## src/rtl/env_vca_pkg.sv

```systemverilog
// Shared constants and state encoding for the envelope VCA stage.
// DEF_ENV_W is the envelope width also used by the ADSR generator.
package env_vca_pkg;

  localparam int DEF_SAMPLE_W = 8;
  localparam int DEF_ENV_W    = 8;

  typedef enum logic [1:0] {
    ST_IDLE = 2'd0,
    ST_MUL  = 2'd1,
    ST_DONE = 2'd2
  } vca_state_e;

endpackage

```

## src/rtl/env_vca_shift_add_mul.sv

```systemverilog
// Serial signed-by-unsigned shift-add multiplier: one multiplicand bit per cycle, B_W cycles.
// p is the combinational next accumulator value, so it is the full product in the cycle done is high.
module shift_add_mul #(
  parameter int A_W = 8,
  parameter int B_W = 8
) (
  input  logic               clk,
  input  logic               rst,
  input  logic               start,
  input  logic [A_W-1:0]     a,
  input  logic [B_W-1:0]     b,
  output logic               done,
  output logic [A_W+B_W-1:0] p
);

  localparam int P_W   = A_W + B_W;
  localparam int CNT_W = $clog2(B_W) + 1;

  logic [P_W-1:0]   acc_q, acc_d;
  logic [B_W-1:0]   b_sh_q, b_sh_d;
  logic [CNT_W-1:0] cnt_q, cnt_d;
  logic             busy_q, busy_d;
  logic [P_W-1:0]   a_ext;
  logic [P_W-1:0]   addend;
  logic             last;

  // a must stay stable for the whole run; the caller holds it in a register
  always_comb begin
    a_ext  = {{B_W{a[A_W-1]}}, a};
    addend = b_sh_q[0] ? (a_ext << cnt_q) : '0;
    last   = busy_q && (cnt_q == CNT_W'(B_W - 1));
    done   = last;
    p      = acc_q + addend;
  end

  always_comb begin
    acc_d  = acc_q;
    b_sh_d = b_sh_q;
    cnt_d  = cnt_q;
    busy_d = busy_q;
    if (start) begin
      acc_d  = '0;
      b_sh_d = b;
      cnt_d  = '0;
      busy_d = 1'b1;
    end else if (busy_q) begin
      acc_d  = acc_q + addend;
      b_sh_d = b_sh_q >> 1;
      cnt_d  = cnt_q + 1'b1;
      if (last) busy_d = 1'b0;
    end
  end

  always_ff @(posedge clk or posedge rst) begin
    if (rst) begin
      acc_q  <= '0;
      b_sh_q <= '0;
      cnt_q  <= '0;
      busy_q <= 1'b0;
    end else begin
      acc_q  <= acc_d;
      b_sh_q <= b_sh_d;
      cnt_q  <= cnt_d;
      busy_q <= busy_d;
    end
  end

endmodule

```

## src/rtl/env_vca.sv

```systemverilog
// Envelope VCA: scales a signed sample by an unsigned envelope with a serial multiplier,
// valid/ready on both sides, and unity-gain bypass when the envelope is full scale.
module env_vca
  import env_vca_pkg::*;
#(
  parameter int DATA_W = DEF_SAMPLE_W,
  parameter int ENV_W  = DEF_ENV_W
) (
  input  logic              clk,
  input  logic              rst,
  input  logic              in_valid,
  output logic              in_ready,
  input  logic [DATA_W-1:0] in_sample,
  input  logic [ENV_W-1:0]  env,
  output logic              out_valid,
  input  logic              out_ready,
  output logic [DATA_W-1:0] out_sample
);

  vca_state_e state_q, state_d;

  logic [DATA_W-1:0]       sample_q, sample_d;
  logic                    full_scale_q, full_scale_d;
  logic [DATA_W-1:0]       out_sample_q, out_sample_d;
  logic                    accept;
  logic                    mul_done;
  logic [DATA_W+ENV_W-1:0] mul_p;

  always_ff @(posedge clk or posedge rst) begin
    if (rst) state_q <= ST_IDLE;
    else     state_q <= state_d;
  end

  always_comb begin
    state_d = state_q;
    case (state_q)
      ST_IDLE: if (in_valid)  state_d = ST_MUL;
      ST_MUL:  if (mul_done)  state_d = ST_DONE;
      ST_DONE: if (out_ready) state_d = ST_IDLE;
      default:                state_d = ST_IDLE;
    endcase
  end

  // in_ready only in IDLE, so a DONE-cycle consume never doubles as an accept
  always_comb begin
    in_ready  = (state_q == ST_IDLE);
    out_valid = (state_q == ST_DONE);
    accept    = in_ready && in_valid;
  end

  always_comb begin
    sample_d     = sample_q;
    full_scale_d = full_scale_q;
    out_sample_d = out_sample_q;
    if (accept) begin
      sample_d     = in_sample;
      full_scale_d = &env;
    end
    if ((state_q == ST_MUL) && mul_done) begin
      out_sample_d = full_scale_q ? sample_q : mul_p[DATA_W+ENV_W-1:ENV_W];
    end
  end

  always_ff @(posedge clk or posedge rst) begin
    if (rst) begin
      sample_q     <= '0;
      full_scale_q <= 1'b0;
      out_sample_q <= '0;
    end else begin
      sample_q     <= sample_d;
      full_scale_q <= full_scale_d;
      out_sample_q <= out_sample_d;
    end
  end

  assign out_sample = out_sample_q;

  shift_add_mul #(
    .A_W (DATA_W),
    .B_W (ENV_W)
  ) u_mul (
    .clk   (clk),
    .rst   (rst),
    .start (accept),
    .a     (sample_q),
    .b     (env),
    .done  (mul_done),
    .p     (mul_p)
  );

endmodule

```

## config.mk

```make
export PLATFORM = sky130hd
export DESIGN_NAME = env_vca
export DESIGN_NICKNAME = d
export VERILOG_FILES = /design/src/rtl/env_vca_pkg.sv /design/src/rtl/env_vca_shift_add_mul.sv /design/src/rtl/env_vca.sv
export SDC_FILE = /design/constraint.sdc
export NUM_CORES = 1
export LEC_CHECK = 0
export ABC_AREA = 1
export BUFFER_PORTS_ARGS = -buffer_cell sky130_fd_sc_hd__buf_2
export CORE_UTILIZATION = 54
export CTS_CLUSTER_DIAMETER = 120
export DETAILED_ROUTE_END_ITERATION = 16
export GPL_ROUTABILITY_DRIVEN = 1
export HOLD_SLACK_MARGIN = 0.02
export PLACE_DENSITY_LB_ADDON = 0.12
export RECOVER_POWER = 50
export SETUP_SLACK_MARGIN = 0.4
export SKIP_LAST_GASP = 1
export SYNTH_ARGS = -nofsm -noshare
export SYNTH_HDL_FRONTEND = slang
export SYNTH_SLANG_ARGS = --single-unit
export TNS_END_PERCENT = 5
```

## constraint.sdc

```tcl
create_clock -name clk -period 2.7 [get_ports clk]
set_clock_uncertainty 0.2 [all_clocks]
set_input_delay 0.405 -clock clk [delete_from_list [all_inputs] [get_ports clk]]
set_output_delay 0.405 -clock clk [all_outputs]
set_load 0.03 [all_outputs]
```

## Word level (Yosys, flattened, before mapping)

Cells that the tools add are included.

- Flip-flop bits (word level): 48
- Input bits: 20
- Output and inout port bits: 10

- Add/subtract/negate cells: 2
- Eq/ne operators: 6
- Shifts and indexed selects: 1
- Muxes and demuxes: 15
- Reduce and logical (&&, ||, !) cells: 7

Operators by type and width:

| kind | count |
|---|---|
| $mux W16 | 3 |
| $mux W8 | 3 |
| $add A16 B16 Y16 | 1 |
| $shl A16 B4 Y16 | 1 |
| $mux W4 | 2 |
| $reduce_and A8 Y1 | 1 |
| $mux W2 | 3 |
| $pmux W2 S3 | 1 |
| $add A4 B1 Y4 const B | 1 |
| $eq A4 B3 Y1 const B | 1 |
| $ne A2 B2 Y1 const B | 2 |
| $logic_and A1 B1 Y1 | 3 |
| $mux W1 | 3 |
| $reduce_and A3 Y1 | 1 |
| $eq A2 B1 Y1 const B | 1 |
| $eq A2 B2 Y1 const B | 1 |
| $logic_not A2 Y1 | 1 |
| $ne A2 B1 Y1 const B | 1 |
| $reduce_bool A2 Y1 | 1 |

## Longest topological paths before layout

Gate-level depths: netlist of the first run.

- Depth in word-level cells: 5
- Mapped depth: 20
- Mapped depth without buffers: 20

## By module

A second synthesis of the first run with hierarchy kept.

- Cells, all modules: 464
- Area total of the unflattened synthesis: 3375.7 um^2

Modules (own cells, without submodules):

| module | times used | cells an instance | area an instance (um^2) | seq. area each (um^2) |
|---|---|---|---|---|
| shift_add_mul | 1 | 349 | 2463.6 | 725.7 |
| env_vca | 1 | 115 | 912.1 | 475.5 |

## Worst setup path before layout of the first run

Ideal clock, no wire load.

- Path type: reg-to-reg
- From: register u_mul.cnt_q[1]
- To: register u_mul.acc_q[15]
- Library setup time: 0.126 ns
- Arrival: 2.222 ns
- Required time: 2.374 ns
- Slack: 0.152 ns
- Stages on the path, launching flop included: 19
- Cell sequence: dfrtp_1 buf_4 inv_1 buf_4 mux2i_1 nand2_1 o21ai_0 o21ai_0 ha_1 nand2_1 nor2_1 and2_1 nand2_1 nand3_1 inv_1 nand3_1 nand2_1 nand2_1 o21ai_0

- Longest elaborated chain between the ends: 5

RTL lines:

| item | line | source |
|---|---|---|
| from (decl) | env_vca_shift_add_mul.sv:21 | `logic [CNT_W-1:0] cnt_q, cnt_d;` |
| from (signal assigned) | env_vca_shift_add_mul.sv:63 | `cnt_q <= cnt_d;` |
| $shl A16 B4 Y16 | env_vca_shift_add_mul.sv:30 | `addend = b_sh_q[0] ? (a_ext << cnt_q) : '0;` |
| $mux W16 | env_vca_shift_add_mul.sv:30 |  |
| $add A16 B16 Y16 | env_vca_shift_add_mul.sv:47 | `acc_d = acc_q + addend;` |
| $mux W16 | env_vca_shift_add_mul.sv:46 | `end else if (busy_q) begin` |
| $mux W16 | env_vca_shift_add_mul.sv:41 | `if (start) begin` |
| to (signal assigned) | env_vca_shift_add_mul.sv:56 | `acc_q <= '0;` |
| to (signal assigned) | env_vca_shift_add_mul.sv:61 | `acc_q <= acc_d;` |
| to (decl) | env_vca_shift_add_mul.sv:19 | `logic [P_W-1:0] acc_q, acc_d;` |

Every way passes these cells. The select of a mux whose other input is x is not followed.
A chain may end at the register's enable or synchronous reset.

## Worst setup path in the final report of the first run

- From: register u_mul.cnt_q[0]
- To: register out_sample_q[4] (netlist: out_sample[4])

- Longest elaborated chain between the ends: 4
- Elaborated cells between the ends (all ways): 7

RTL lines:

| item | line | source |
|---|---|---|
| $shl A16 B4 Y16 | env_vca_shift_add_mul.sv:30 |  |
| $mux W16 | env_vca_shift_add_mul.sv:30 |  |
| $add A16 B16 Y16 | env_vca_shift_add_mul.sv:33 | `p = acc_q + addend;` |
| $mux W8 | env_vca.sv:60 | `out_sample_d = full_scale_q ? sample_q : mul_p[DATA_W+ENV_W-1:ENV_W];` |
| to (signal assigned) | env_vca.sv:72 | `out_sample_q <= out_sample_d;` |
| to (decl) | env_vca.sv:24 | `logic [DATA_W-1:0] out_sample_q, out_sample_d;` |

Parallel ways exist; a longest one is shown, timed or not.

==> results of run 1 <==
flip-flops by register name, summed over array words and instances (netlist names):
name and flops:
state_q 2, full_scale_q 1, u_mul.b_sh_q 8, sample_q 8, u_mul.busy_q 1, u_mul.acc_q 16, out_sample 8, u_mul.cnt_q 4
timing repair:
action / 4_1_cts / 5_1_grt
gates resized for setup: 43 / 36
endpoints found under the setup margin: 27 / 28
buffers inserted: 7 / 2
pin swaps: 29 / 24
placed cells by master (no fill, tap or decap), types with 2 or more instances in the layout:
cell type	n
nand2_1	140
dfrtp_1	47
buf_4	42
nand3_1	33
buf_2	29
inv_1	27
nor2_1	26
o21ai_0	26
a21oi_1	15
a21oi_2	14
o21ai_2	10
nor2_2	9
o21ai_1	9
ha_1	9
nand2_2	8
inv_2	6
ha_4	6
clkbuf_8	6
nand3_2	5
a21o_1	3
o211ai_1	3
buf_6	3
nor3_2	2
nand2_4	2
nor2_4	2
xnor2_1	2
nand4_1	2
o31ai_1	2
xor2_1	2
a22o_1	2
or2_2	2
nor3_1	2
power by group:
| group | switching (µW) | total, µW | internal [µW] |
|---|---|---|---|
| clock | 268 | 478 | 210 |
| combinational | 2140 | 3650 | 1510 |
| sequential | 237 | 1250 | 1020 |
per-stage QoR:
stage / hold slack [ps] / util / cell area [µm²] / worst slack (ps) / power, µW
after CTS: 56.99 / 0.7030 / 3919 / 8.010 / 4975
after floorplan: 252.4 / - / 3208 / 235.4 / 3153
after detailed placement: 260.5 / 0.6539 / 3645 / -208.4 / 4154
final: 63.16 / 0.7306 / 4073 / -131.8 / 5378
after global placement: 259.6 / 0.6539 / 3645 / -192.8 / 4106
after global routing: 64.09 / 0.7306 / 4073 / -294.4 / 5812
worst min-delay path by stage:
| stage | startpoint | to | slack [ps] | depth (start not counted) |
|---|---|---|---|---|
| floorplan | u_mul.b_sh_q[5] | u_mul.b_sh_q[4] | 250 | 2 |
| global placement | u_mul.b_sh_q[5] | u_mul.b_sh_q[4] | 260 | 2 |
| detailed placement | out_sample[0] | out_sample[0] | 260 | 2 |
| CTS | out_ready | state_q[1] | 60 | 2 |
| global route | out_ready | state_q[1] | 60 | 2 |
| finish | out_ready | state_q[1] | 60 | 2 |
worst max-delay path, stage by stage, from the launching register on:
cell      delay, ps
dfrtp_2         470
buf_6           130
nand2_1          60
nand3_1         120
nand3_2         110
a221oi_2        360
ha_1            370
a21o_1          240
a31oi_1         220
nand4_1         180
a21oi_2         190
o21ai_0          90
routing by layer:
layer | up-vias | GRT usage | wire length, µm
li1 | 1638 | - | -
met1 | 1572 | 0.4304 | 4002
met2 | 159 | 0.5183 | 4334
met3 | 29 | 0.05000 | 624
met4 | 0 | 0.1241 | 281
met5 | - | 0 | 0
kinds of logic after synthesis:
group / Yosys count / share of synthesized area
AOI/OAI and AO/OA: 92 / 0.1615
xor gates and xnor gates: 4 / 0.01103
adders and majority gates: 17 / 0.06935
buffers and inverters: 47 / 0.06264
DFF: 48 / 0.3782
muxes: 1 / 0.003152
and+or+nand+nor: 238 / 0.3140
final cells by class:
| type | count | share of cell area |
|---|---|---|
| clock inverters | 2 | 0.003379 |
| multi-input cells | 352 | 0.5035 |
| well taps | 72 | 0.02212 |
| flip-flops and latches | 48 | 0.2952 |
| repair buffers | 75 | 0.1226 |
| inverters | 35 | 0.03287 |
| clock buffers | 6 | 0.02028 |
==> impl_metrics.py, run 1 <==
metrics = {
    "grt": {
        "gr-total-overflow": 0,
        "grt_pass1_vias": 3214,
        "grt_max_degree": 49,
        "grt_pass1_wl_um": 15190,
        "grt_usage": 0.3209,
        "antenna_found_initial": 0,
    },
    "synthesis": {
        "ys_warn_count": 0,
        "yosysMostFrequentCell": "nand2_1",
        "yosys.area.top_type": "dfrtp_1",
        "synth_edf_count": 0,
        "seq_area_frac_synth": 0.3783,
        "synth_commonest_cells": "nand2_1 (149), dfrtp_1 (48), o21ai_0 (45)",
        "ys_ff_latch": 48,
        "synth_cells": 447,
        "syn_area_per_cell_um2": 7.104,
        "syn_area_mm2": 0.003176,
        "yosysUniqueCellTypes": 40,
        "yosysTopAreaCellShare": 0.3783,
        "synth_nets": 484,
        "synthFlopType": "dfrtp_1",
        "synth.area.top_cells": "dfrtp_1 (38%), nand2_1 (18%), o21ai_0 (7.1%)",
        "ys_async_sr_fraction": 1.000,
    },
    "critical_path": {
        "r2r-end": "out_sample[4]",
        "r2r_slack_ps": -130,
        "critPathLaunchType": "register",
        "crit_start": "u_mul.cnt_q[0]",
        "crit_arrival_ps": 2830,
        "crit_path_end_kind": "register",
        "r2r_start": "u_mul.cnt_q[0]",
        "rr_worst_depth": 11,
        "worstPathRequired_ps": 2700,
        "cp-endpoint": "out_sample[4]",
        "path_max_fanout": 6,
        "worstSetupPathType": "register to register",
    },
    "layout": {
        "area.growth.synth_to_final_pct": 28.25,
        "nets": 554,
        "final_cell_count_no_fill": 590,
        "multiInputGateArea_mm2": 0.002051,
        "antenna-diode-count": 0,
        "nFillCells": 453,
        "drive_gt1_frac": 0.3012,
        "regArea_mm2": 0.001202,
    },
    "route": {
        "drc": 0,
        "drt_iter0_drc": 253,
        "via_per_inst": 5.759,
        "avgRoutedWirePerCell_um": 15.66,
        "antenna_left": 0,
        "wirelength_um": 9242,
        "dr.pass1.iters": 5,
        "num_vias": 3398,
    },
    "floorplanning": {
        "design.core.area_mm2": 0.005574,
        "fp.dieW_um": 78.69,
        "die_y_um": 78.69,
        "start_util": 0.5697,
        "dieArea_mm2": 0.006191,
        "io_pins": 30,
        "row_count": 27,
    },
    "timing": {
        "finalHoldViolCount": 0,
        "rsz0062_at_grt": "yes",
        "slew_viol_final": 0,
        "fin_setup_tns_ps": -528.8,
        "setup_viol": 9,
        "post-route-period-util": 1.049,
        "worst_slew_pin_slew_ps": 1233,
        "max_slew_margin": 0.1751,
        "worst_slack_ps": -131.8,
        "fmax_ghz": 0.3531,
        "fin_crit_ps": 2832,
    },
    "clock_network": {
        "cts_inserted_buffers": 5,
        "ctsHoldBuffers": 0,
        "clock-root-buffer": "clkbuf_8",
        "htreeDepth": 2,
        "clk_path_buf_depth": 2,
        "cts_tree": "yes",
        "clock_latency_ps": 310,
        "cts.sinks": 48,
        "clkSlewWorstSetupHoldPaths_ps": 100,
    },
    "run_status": {
        "status": "finished with violations",
        "violations": "setup timing",
    },
    "placement": {
        "io_buffers": 29,
        "hpwl_um": 6481,
        "dp.cells": 573,
        "routabilityCongestion": 0.9967,
    },
    "power": {
        "p_per_area_mw_per_mm2": 1320,
        "vdd_drop_max_v": 0.0007724,
        "p_leak_uw": 0.002062,
    },
    "flow_run": {
        "drv_cap": 0,
    },
    "min_path": {
        "hold_path_class": "primary input to register",
    },
}
(Power assumes the default switching activity.)
==> run 2: changes to the inputs <==
==> constraint.sdc (replaced) <==
create_clock -name clk -period 2.3 [get_ports clk]
set_clock_uncertainty 0.2 [all_clocks]
set_input_delay 0.345 -clock clk [delete_from_list [all_inputs] [get_ports clk]]
set_output_delay 0.345 -clock clk [all_outputs]
set_load 0.03 [all_outputs]
==> run 2 against run 1 <==
The flow still finishes with violations (setup timing). Final cell count rose by 3.1%. Sequential power rose by 18%. Fmax rose by 0.99%. Clock-buffer cell count did not move. Combinational power rose by 17%.
==> impl_metrics.py, run 2 (synthesized netlist as in run 1, its figures left out) <==
metrics = {
    "run_status": {
        "status": "finished with violations",
        "violations": "setup timing",
    },
    "timing": {
        "setup_viol": 24,
        "fin_crit_ps": 2804,
        "worst_slack_ps": -504.0,
        "rsz0062_at_grt": "yes",
        "fmax_ghz": 0.3566,
        "max_slew_margin": 0.1766,
        "finalHoldViolCount": 0,
        "post-route-period-util": 1.219,
        "worst_slew_pin_slew_ps": 1235,
        "slew_viol_final": 0,
    },
    "critical_path": {
        "critPathTopFamily": "simple AND/OR/NAND/NOR gates",
        "critPathLaunchType": "register",
        "crit_chain": "buf_4 -> nand2_1 -> nand3_1 -> nand3_1 -> a21oi_1 -> ha_1 -> buf_4 -> nand2_1 -> o21ai_0 -> a21oi_1 -> or2_2 -> nand3_1 -> nand2_1 -> nand2_1",
        "slowest_delay_ps": 480,
        "cp_num_buf_inv": 2,
        "slowest_stage": "dfrtp_2",
        "path_max_fanout": 7,
        "worstPathRequired_ps": 2350,
        "crit_top_cell": "nand2_1",
        "worstSetupPathType": "register to register",
        "crit_path_end_kind": "register",
        "crit_arrival_ps": 2850,
    },
    "layout": {
        "final_common_cell": "nand2_1",
        "antenna-diode-count": 0,
        "most-common-layout-cells": "nand2_1 (142), buf_4 (60), dfrtp_1 (47)",
        "area.growth.synth_to_final_pct": 31.01,
        "nFillCells": 442,
        "largest_reg_flops": 16,
        "nets": 572,
        "finish.utilization": 0.7464,
        "final_cell_count_no_fill": 608,
        "largest-register": "u_mul.acc_q",
        "drive_gt1_frac": 0.2799,
    },
    "route": {
        "antenna_left": 0,
        "drt_iter0_drc": 228,
        "avgRoutedWirePerCell_um": 15.28,
        "wirelength_um": 9288,
        "via_per_inst": 5.536,
        "num_vias": 3366,
        "dr.pass1.iters": 5,
        "drc": 0,
    },
    "floorplanning": {
        "dieArea_mm2": 0.006191,
        "io_pins": 30,
        "start_util": 0.5697,
        "die_y_um": 78.69,
        "row_count": 27,
        "design.core.area_mm2": 0.005574,
        "fp.dieW_um": 78.69,
    },
    "grt": {
        "gr-total-overflow": 0,
        "grt_max_degree": 49,
        "antenna_found_initial": 0,
        "grt_usage": 0.3241,
        "grt_pass1_wl_um": 15300,
        "grt_pass1_vias": 3272,
    },
    "placement": {
        "io_buffers": 29,
        "hpwl_um": 6936,
        "dp.cells": 593,
        "routabilityCongestion": 0.9208,
    },
    "flow_run": {
        "drv_cap": 0,
    },
    "power": {
        "p_per_area_mw_per_mm2": 1540,
        "p_leak_uw": 0.002105,
        "vdd_drop_max_v": 0.0008683,
    },
    "clock_network": {
        "clk_path_buf_depth": 2,
        "cts.sinks": 48,
        "clkSlewWorstSetupHoldPaths_ps": 90,
        "cts_inserted_buffers": 5,
        "clock_latency_ps": 310,
        "cts_tree": "yes",
        "htreeDepth": 2,
        "clock-root-buffer": "clkbuf_8",
    },
    "min_path": {
        "hold_path_class": "primary input to register",
    },
}
run 2: cell count changes in the layout (fill, tap and decap cells not counted), sizes merged:
cell / delta
inv: -1
buf: +8
bufinv: +1
dlygate4sd3: +2
clkbuf: +8
run 2: final timing paths:
path	start	to	slack [ps]	cells past startpoint
worst max-delay path	u_mul.cnt_q[0]	out_sample[0]	-500	14
worst min-delay path	in_sample[3]	sample_q[3]	40	3
worst max register to register	u_mul.cnt_q[0]	out_sample[0]	-500	14
worst min register to register	out_sample[0]	out_sample[0]	280	2
max in group asynchronous	rst	u_mul.cnt_q[0]	280	4
min in group asynchronous	rst	u_mul.acc_q[1]	770	4
run 2: what timing repair did:
item                                    CTS  global route
pin swaps                                12            14
gates resized for setup                  20            35
setup buffers                             3             2
hold buffers                              2             0
endpoints found under the setup margin   34            35
endpoints found under the hold margin    38             0
run 2: worst min-delay path, delay by kind of cell:
kind	cells	cell delay, ps
buffers and inverters	1	80
AND/OR/NAND/NOR	2	100
run 2: area by class of cell:
cell class                      count  area (µm²)  share of cell area
Multi-Input combinational cell    352        1993              0.4791
Sequential cell                    48        1202              0.2890
Timing Repair Buffer               93       621.8              0.1495
Inverter                           35       131.4             0.03158
Tap cell                           72       90.09             0.02165
Clock buffer                        6       82.58             0.01985
Clock inverter                      2       38.79            0.009323
run 2: routing by layer:
layer  share of wire  vias to the layer above  track usage
li1                -                     1671            -
met1            0.43                     1556       0.4188
met2            0.48                      109       0.5365
met3           0.046                       30      0.04535
met4           0.038                        0       0.1463
met5               0                        -            0
run 2: through the flow:
step / power [µW] / instance area [µm²] / hold WS [ps] / worst slack, ps / TNS, ps
finish: 6407 / 4160 / 35.04 / -504.0 / -8360
detailed placement: 5157 / 3795 / 259.4 / -613.8 / -10190
global placement: 5069 / 3795 / 258.2 / -592.4 / -9380
floorplan: 3701 / 3208 / 231.3 / -164.6 / -2039
global route: 6936 / 4160 / 35.64 / -659.3 / -12770
CTS: 6007 / 4004 / 31.15 / -483.0 / -8452
run 2: report_power, final:
group	total [µW]	leakage, µW	internal (µW)	switching [µW]
clock	667	0.0000614	356	311
combinational	4260	0.00143	1810	2440
sequential	1480	0.000610	1190	289
total	6410	0.00211	3360	3040
